`config.mk`:
```
export PLATFORM = sky130hd
export DESIGN_NAME = adc_sample_scheduler
export DESIGN_NICKNAME = d
export VERILOG_FILES = /design/src/rtl/adc_sched_pkg.sv /design/src/rtl/sample_averager.sv /design/src/rtl/adc_sample_scheduler.sv
export SDC_FILE = /design/constraint.sdc
export NUM_CORES = 1
export LEC_CHECK = 0
export CAP_MARGIN = 5
export CORE_ASPECT_RATIO = 2
export CORE_UTILIZATION = 53
export DETAILED_ROUTE_END_ITERATION = 6
export GPL_ROUTABILITY_DRIVEN = 1
export HOLD_SLACK_MARGIN = 0.03
export PLACE_DENSITY = 0.78
export SLEW_MARGIN = 30
export SYNTH_ARGS = -nofsm -noshare
export SYNTH_HDL_FRONTEND = slang
export SYNTH_HIERARCHICAL = 1
export SYNTH_SLANG_ARGS = --single-unit
```
`constraint.sdc`:
```
create_clock -name clk -period 3.2 [get_ports clk]
set_clock_uncertainty 0.15 [all_clocks]
set_input_delay 0.64 -clock clk [delete_from_list [all_inputs] [get_ports clk]]
set_output_delay 0.64 -clock clk [all_outputs]
set_load 0.02 [all_outputs]
```
`src/rtl/adc_sched_pkg.sv`:
```
// Shared definitions for the ADC sample scheduler.
// Contents:
//   ADC_WIDTH      - width of one I2C ADC sample
//   TIMEOUT_CNT_W  - width of the saturating timeout counter
//   sched_state_t  - scheduler FSM states
//   sat_inc        - saturating increment for the timeout counter
package adc_sched_pkg;

    localparam int ADC_WIDTH     = 12;
    localparam int TIMEOUT_CNT_W = 8;

    typedef enum logic [1:0] {
        IDLE      = 2'd0,
        ISSUE     = 2'd1,
        WAIT_DATA = 2'd2,
        GAP       = 2'd3
    } sched_state_t;

    // Count up but stick at all-ones so a long outage never wraps to a small value
    function automatic logic [TIMEOUT_CNT_W-1:0] sat_inc(input logic [TIMEOUT_CNT_W-1:0] value);
        return (value == '1) ? value : value + TIMEOUT_CNT_W'(1);
    endfunction

endpackage

```
`src/rtl/sample_averager.sv`:
```
// Boxcar averager over 2^AVG_LOG2 accepted samples.
// Ports:
//   clk, reset  - clock, asynchronous active-high reset
//   sample_en   - one-cycle strobe: `sample` is an accepted ADC reading
//   sample      - raw ADC reading
//   avg_out     - registered window average (truncating)
//   avg_valid   - one-cycle pulse when avg_out updates
module sample_averager
    import adc_sched_pkg::*;
#(
    parameter int AVG_LOG2 = 4
) (
    input  logic                 clk,
    input  logic                 reset,
    input  logic                 sample_en,
    input  logic [ADC_WIDTH-1:0] sample,
    output logic [ADC_WIDTH-1:0] avg_out,
    output logic                 avg_valid
);

    generate
        if (AVG_LOG2 == 0) begin : g_passthru
            // A window of one sample is the sample itself
            always_ff @(posedge clk or posedge reset) begin
                if (reset) begin
                    avg_out   <= '0;
                    avg_valid <= 1'b0;
                end else begin
                    avg_valid <= sample_en;
                    if (sample_en) begin
                        avg_out <= sample;
                    end
                end
            end
        end else begin : g_window
            // Accumulator is wide enough for a full window of maximum samples
            localparam int ACC_W = ADC_WIDTH + AVG_LOG2;

            logic [ACC_W-1:0]    acc;
            logic [ACC_W-1:0]    sum;
            logic [AVG_LOG2-1:0] win_cnt;

            assign sum = acc + ACC_W'(sample);

            // The window counter wraps naturally; all-ones marks the closing sample,
            // whose sum is divided by shifting and the accumulator restarts at zero
            always_ff @(posedge clk or posedge reset) begin
                if (reset) begin
                    acc       <= '0;
                    win_cnt   <= '0;
                    avg_out   <= '0;
                    avg_valid <= 1'b0;
                end else begin
                    avg_valid <= 1'b0;
                    if (sample_en) begin
                        win_cnt <= win_cnt + AVG_LOG2'(1);
                        if (win_cnt == '1) begin
                            avg_out   <= sum[ACC_W-1:AVG_LOG2];
                            avg_valid <= 1'b1;
                            acc       <= '0;
                        end else begin
                            acc <= sum;
                        end
                    end
                end
            end
        end
    endgenerate

endmodule

```
`src/rtl/adc_sample_scheduler.sv`:
```
// Sequencer for the 12-bit I2C ADC master: one single-sample read per
// SAMPLE_PERIOD clocks, hung/NACKed reads detected by TIMEOUT, accepted
// samples forwarded raw and as a 2^AVG_LOG2 boxcar average.
// Ports:
//   clk, reset      - clock, asynchronous active-high reset
//   enable          - level; sampling runs while high
//   i2c_start       - one-cycle start pulse to the master
//   i2c_stop        - stop request, held high so every read ends in NACK/STOP
//   i2c_data        - master data_out
//   i2c_data_valid  - master data_valid (single-cycle)
//   sample_out      - last accepted raw sample
//   sample_valid    - one-cycle pulse when sample_out updates
//   avg_out         - window average
//   avg_valid       - one-cycle pulse when avg_out updates
//   busy            - a read is outstanding
//   timeout_cnt     - saturating count of timed-out reads
module adc_sample_scheduler
    import adc_sched_pkg::*;
#(
    parameter int SAMPLE_PERIOD = 1000,
    parameter int TIMEOUT       = 48,
    parameter int AVG_LOG2      = 4
) (
    input  logic                     clk,
    input  logic                     reset,
    input  logic                     enable,
    output logic                     i2c_start,
    output logic                     i2c_stop,
    input  logic [ADC_WIDTH-1:0]     i2c_data,
    input  logic                     i2c_data_valid,
    output logic [ADC_WIDTH-1:0]     sample_out,
    output logic                     sample_valid,
    output logic [ADC_WIDTH-1:0]     avg_out,
    output logic                     avg_valid,
    output logic                     busy,
    output logic [TIMEOUT_CNT_W-1:0] timeout_cnt
);

    localparam int PER_W = $clog2(SAMPLE_PERIOD);
    localparam int TO_W  = $clog2(TIMEOUT + 1);

    sched_state_t     state;
    sched_state_t     next_state;
    logic [PER_W-1:0] period_cnt;
    logic [TO_W-1:0]  to_cnt;
    logic             capture;
    logic             expire;
    logic             period_done;

    assign period_done = (period_cnt == PER_W'(SAMPLE_PERIOD - 1));

    // State register
    always_ff @(posedge clk or posedge reset) begin
        if (reset) begin
            state <= IDLE;
        end else begin
            state <= next_state;
        end
    end

    // Next-state logic; data arriving on the expiry cycle still wins over the timeout
    always_comb begin
        next_state = state;
        capture    = 1'b0;
        expire     = 1'b0;
        case (state)
            IDLE: begin
                if (enable) begin
                    next_state = ISSUE;
                end
            end
            ISSUE: begin
                next_state = WAIT_DATA;
            end
            WAIT_DATA: begin
                if (i2c_data_valid) begin
                    capture    = 1'b1;
                    next_state = GAP;
                end else if (to_cnt == TO_W'(TIMEOUT)) begin
                    expire     = 1'b1;
                    next_state = GAP;
                end
            end
            GAP: begin
                if (period_done) begin
                    next_state = enable ? ISSUE : IDLE;
                end
            end
            default: begin
                next_state = IDLE;
            end
        endcase
    end

    // The ISSUE cycle is cycle 0 of the period, so the counter restarts at 1 and
    // GAP ends on SAMPLE_PERIOD-1, which puts consecutive ISSUEs exactly one period apart.
    // The timeout counter equals the number of cycles since i2c_start was seen.
    always_ff @(posedge clk or posedge reset) begin
        if (reset) begin
            period_cnt <= '0;
            to_cnt     <= '0;
        end else begin
            case (state)
                ISSUE: begin
                    period_cnt <= PER_W'(1);
                    to_cnt     <= '0;
                end
                WAIT_DATA: begin
                    period_cnt <= period_cnt + PER_W'(1);
                    to_cnt     <= to_cnt + TO_W'(1);
                end
                GAP: begin
                    if (!period_done) begin
                        period_cnt <= period_cnt + PER_W'(1);
                    end
                end
                default: begin
                    period_cnt <= period_cnt;
                end
            endcase
        end
    end

    // Registered outputs; i2c_start follows the ISSUE cycle so it lands on the
    // first WAIT_DATA cycle, where the timeout count starts from zero
    always_ff @(posedge clk or posedge reset) begin
        if (reset) begin
            i2c_start    <= 1'b0;
            i2c_stop     <= 1'b1;
            busy         <= 1'b0;
            sample_out   <= '0;
            sample_valid <= 1'b0;
            timeout_cnt  <= '0;
        end else begin
            i2c_start    <= (state == ISSUE);
            i2c_stop     <= 1'b1;
            busy         <= (next_state == WAIT_DATA);
            sample_valid <= capture;
            if (capture) begin
                sample_out <= i2c_data;
            end
            if (expire) begin
                timeout_cnt <= sat_inc(timeout_cnt);
            end
        end
    end

    sample_averager #(
        .AVG_LOG2(AVG_LOG2)
    ) u_averager (
        .clk      (clk),
        .reset    (reset),
        .sample_en(capture),
        .sample   (i2c_data),
        .avg_out  (avg_out),
        .avg_valid(avg_valid)
    );

endmodule

```
==> results.cfg <==
[status]
status = complete, no violations

[clock_tree]
cts_inserted_buffers = 9
cts_hold_buf = 0
clkSinkCount = 74
clock_latency_ps = 340
root_buffer = clkbuf_16
post_cts_buffers = 0
cts_tree = done
clk_pin_slew_ps = 60
cts_resized = 0
htreeDepth = 3
clockBufferDepth = 2

[timing]
worstMarginPinSlew_ps = 871
max_freq_mhz = 346
setup_viol = 0
whs_ps = 326
finalCriticalPeriod_ps = 2890
hold_violations = 0
slew_viol_final = 0
slew_headroom_pct = 41.5
rsz0062_at_grt = no
period_share_pct = 90.4

[critical_path]
end_kind = flip-flop
cp_slowest_cell = clkdlybuf4s50_1
worstPathCellList = clkdlybuf4s50_1 -> ha_1 -> fa_1 -> a21o_1 -> a221oi_2 -> buf_4 -> nor3_2 -> a211oi_1 -> xor2_1 -> o21ai_0
reg2reg_depth = 9
r2r_start = u_averager/g_window.acc[0]$_DFFE_PP0P_
criticalPathCategory = input port to flip-flop
crit_start = i2c_data[0]
r2r_setup_slack_ps = 710
crit_arrival_ps = 2960
max_stage_delay_ps = 440
cp_max_fo = 3
cp_data_required_time_ps = 3270
start_kind = input port
worstSetupEndpoint = u_averager/avg_out[6]$_DFFE_PP0P_
rr_endpoint = u_averager/avg_out[6]$_DFFE_PP0P_

[power]
comb_power_share_pct = 43.5
ir_drop_uv = 592
pwr-share-seq_pct = 33.1
power_leakage_nw = 2.18
swShare_pct = 36.7
p_int_mw = 2.77
powerDensity_nw_per_um2 = 915
p_sw_mw = 1.60
p_total_mw = 4.37
clockPowerShare_pct = 23.5

[placement]
placed_cells = 492
gp_congestion = 0.860
io_buffer_count = 51
dp_hpwl_um = 6260

[floorplanning]
core_sq_um = 6940
fp-row-count = 43
die_area_sq_um = 7580
fp.dieW_um = 62.1
die_y_um = 122
pin_count = 53
initial_core_util_pct = 55.1

[routing]
drtIter0Drc = 187
first_pass_iters = 4
drt.antenna.violating_nets = 0
wl_per_cell_um = 16.9
drc = 0
finalWirelength_um = 8560
vias_per_cell = 5.76
vias = 2919

[layout]
multi_input_area_sq_um = 1870
fill_cells = 520
area_delta_synth_final_pct = 25.0
utilization_pct = 68.9
drive_above_1_share_pct = 12.5
final_common_cell = dfrtp_1
diodes = 0
layout_common_cells = 74 x dfrtp_1, 51 x clkdlybuf4s50_1, 29 x nand2_1
layout.nets = 452
final_cells = 507
seqCellArea_sq_um = 1850

[grt]
grtUsageMet3_pct = 5.73
busiest_layer = met2
gr-usage-met1_pct = 26.5
grt_overflow = 0
grt_antenna_before_repair = 0
grt_max_degree = 42
grt_util_met2_pct = 44.8
grt_pass1_vias = 3023
grt_usage_pct = 25.5
grt_pass1_wl_um = 13800

[logic_synthesis]
postSynthNetCount = 391
ys_seq_elements = 74
yosysSeqAreaShare_pct = 48.4
avgSynthCellArea_sq_um = 10.9
ys_warn_count = 6
synth_edf_count = 0
syn-cell-area_sq_um = 3820
synthFlopType = dfrtp_1
synth_cell_types = 59
synth_cells = 352
async_reset_ff_share_pct = 100

[hold_path]
hp-class = flip-flop to flip-flop
hp-start = u_averager/avg_out[1]$_DFFE_PP0P_
worst_hold_path.num_cells = 2

[flow_run]
cap_viol_max_count = 0
-- power groups by stage --
stage	logic, mW	registers [mW]	clock network [mW]
after detailed placement	1.89	1.46	0
after global routing	2.07	1.48	1.09
final	1.90	1.45	1.03
after CTS	1.91	1.45	1.05
after floorplan	1.09	1.59	0
after global placement	1.83	1.44	0
-- final cells by class --
| cell class | instances | area share, % |
|---|---|---|
| multi-input combinational | 252 | 39.1 |
| sequential | 74 | 38.7 |
| timing repair buffer | 61 | 12.2 |
| clock buffer | 13 | 5.65 |
| tap | 90 | 2.36 |
| inverter | 15 | 1.18 |
| clock inverter | 2 | 0.733 |
-- flip-flops by register name, summed over array words and instances, names as in the netlist --
register	cells
timeout_cnt	8
i2c_start	1
to_cnt	6
u_averager/g_window.acc	16
period_cnt	10
u_averager/avg_valid	1
sample_valid	1
busy	1
sample_out	12
u_averager/avg_out	12
u_averager/g_window.win_cnt	4
state	2
-- critical path: cells and delay by family --
family,cells,cell delay (ps)
buffers and inverters,2,600
adder cells (fa/ha/maj),2,650
AND/OR/NAND/NOR,1,50
AO/OA/AOI/OAI,4,800
XOR/XNOR,1,210
-- synth_stat cells, types with 2 or more instances --
library cell / instances / area [sq um]
a211oi_1: 2 / 15.0
a21o_1: 5 / 37.5
a21oi_1: 11 / 55.1
a21oi_2: 2 / 17.5
a22o_1: 4 / 35.0
a311o_1: 2 / 20.0
a31oi_1: 3 / 18.8
a32o_1: 2 / 20.0
and2_1: 3 / 18.8
and3_1: 2 / 12.5
and4b_1: 2 / 20.0
buf_2: 2 / 10.0
clkbuf_1: 8 / 30.0
dfrtp_1: 74 / 1850
ha_1: 22 / 275
inv_1: 15 / 56.3
mux2_2: 15 / 169
nand2_1: 29 / 109
nand2b_1: 2 / 12.5
nand3_1: 11 / 55.1
nand4_1: 10 / 62.6
nor2_1: 16 / 60.1
nor2b_1: 2 / 12.5
nor3_1: 6 / 30.0
nor4_1: 2 / 12.5
o21a_1: 2 / 15.0
o21ai_0: 26 / 130
o22ai_1: 2 / 12.5
o2bb2ai_1: 9 / 78.8
o31ai_1: 3 / 22.5
or3_1: 2 / 12.5
xnor2_1: 7 / 61.3
xor2_1: 23 / 201
-- how the worst min path moves through the flow --
stage / to / slack, ps
after detailed placement: u_averager/avg_out[1]$_DFFE_PP0P_ / 320
after global placement: u_averager/avg_out[2]$_DFFE_PP0P_ / 310
after floorplan: u_averager/g_window.win_cnt[3]$_DFFE_PP0P_ / 300
after CTS: u_averager/avg_out[1]$_DFFE_PP0P_ / 330
final: u_averager/avg_out[1]$_DFFE_PP0P_ / 330
after global routing: u_averager/g_window.win_cnt[3]$_DFFE_PP0P_ / 350
-- logic make-up (layout without fill, tap and decap cells) --
logic type,after synthesis,count (layout),share of synthesized area (%)
compound gates,83,83,15.6
xor+xnor,30,30,6.87
fa+ha+maj,23,23,7.72
buf+inv,26,91,2.72
flops,74,74,48.4
mux,16,16,4.68
other cells,1,1,0.0980
simple gates,99,99,13.9
-- per-layer routing --
layer	routed length (um)	up-vias	share of wire (%)
met3	283	21	3.3
li1	-	1385	-
met1	3130	1435	37
met2	4860	78	57
met4	290	0	3.4
met5	0	-	0
-- through the flow --
stage	setup TNS [ps]	area [sq um]	setup WS [ps]
final	0	4780	306
after global routing	0	4780	161
after CTS	0	4780	303
after detailed placement	-85.3	4480	-49.5
after global placement	0	4480	21.8
after floorplan	0	3820	564
No activity file was read; power rests on OpenSTA's default activity.
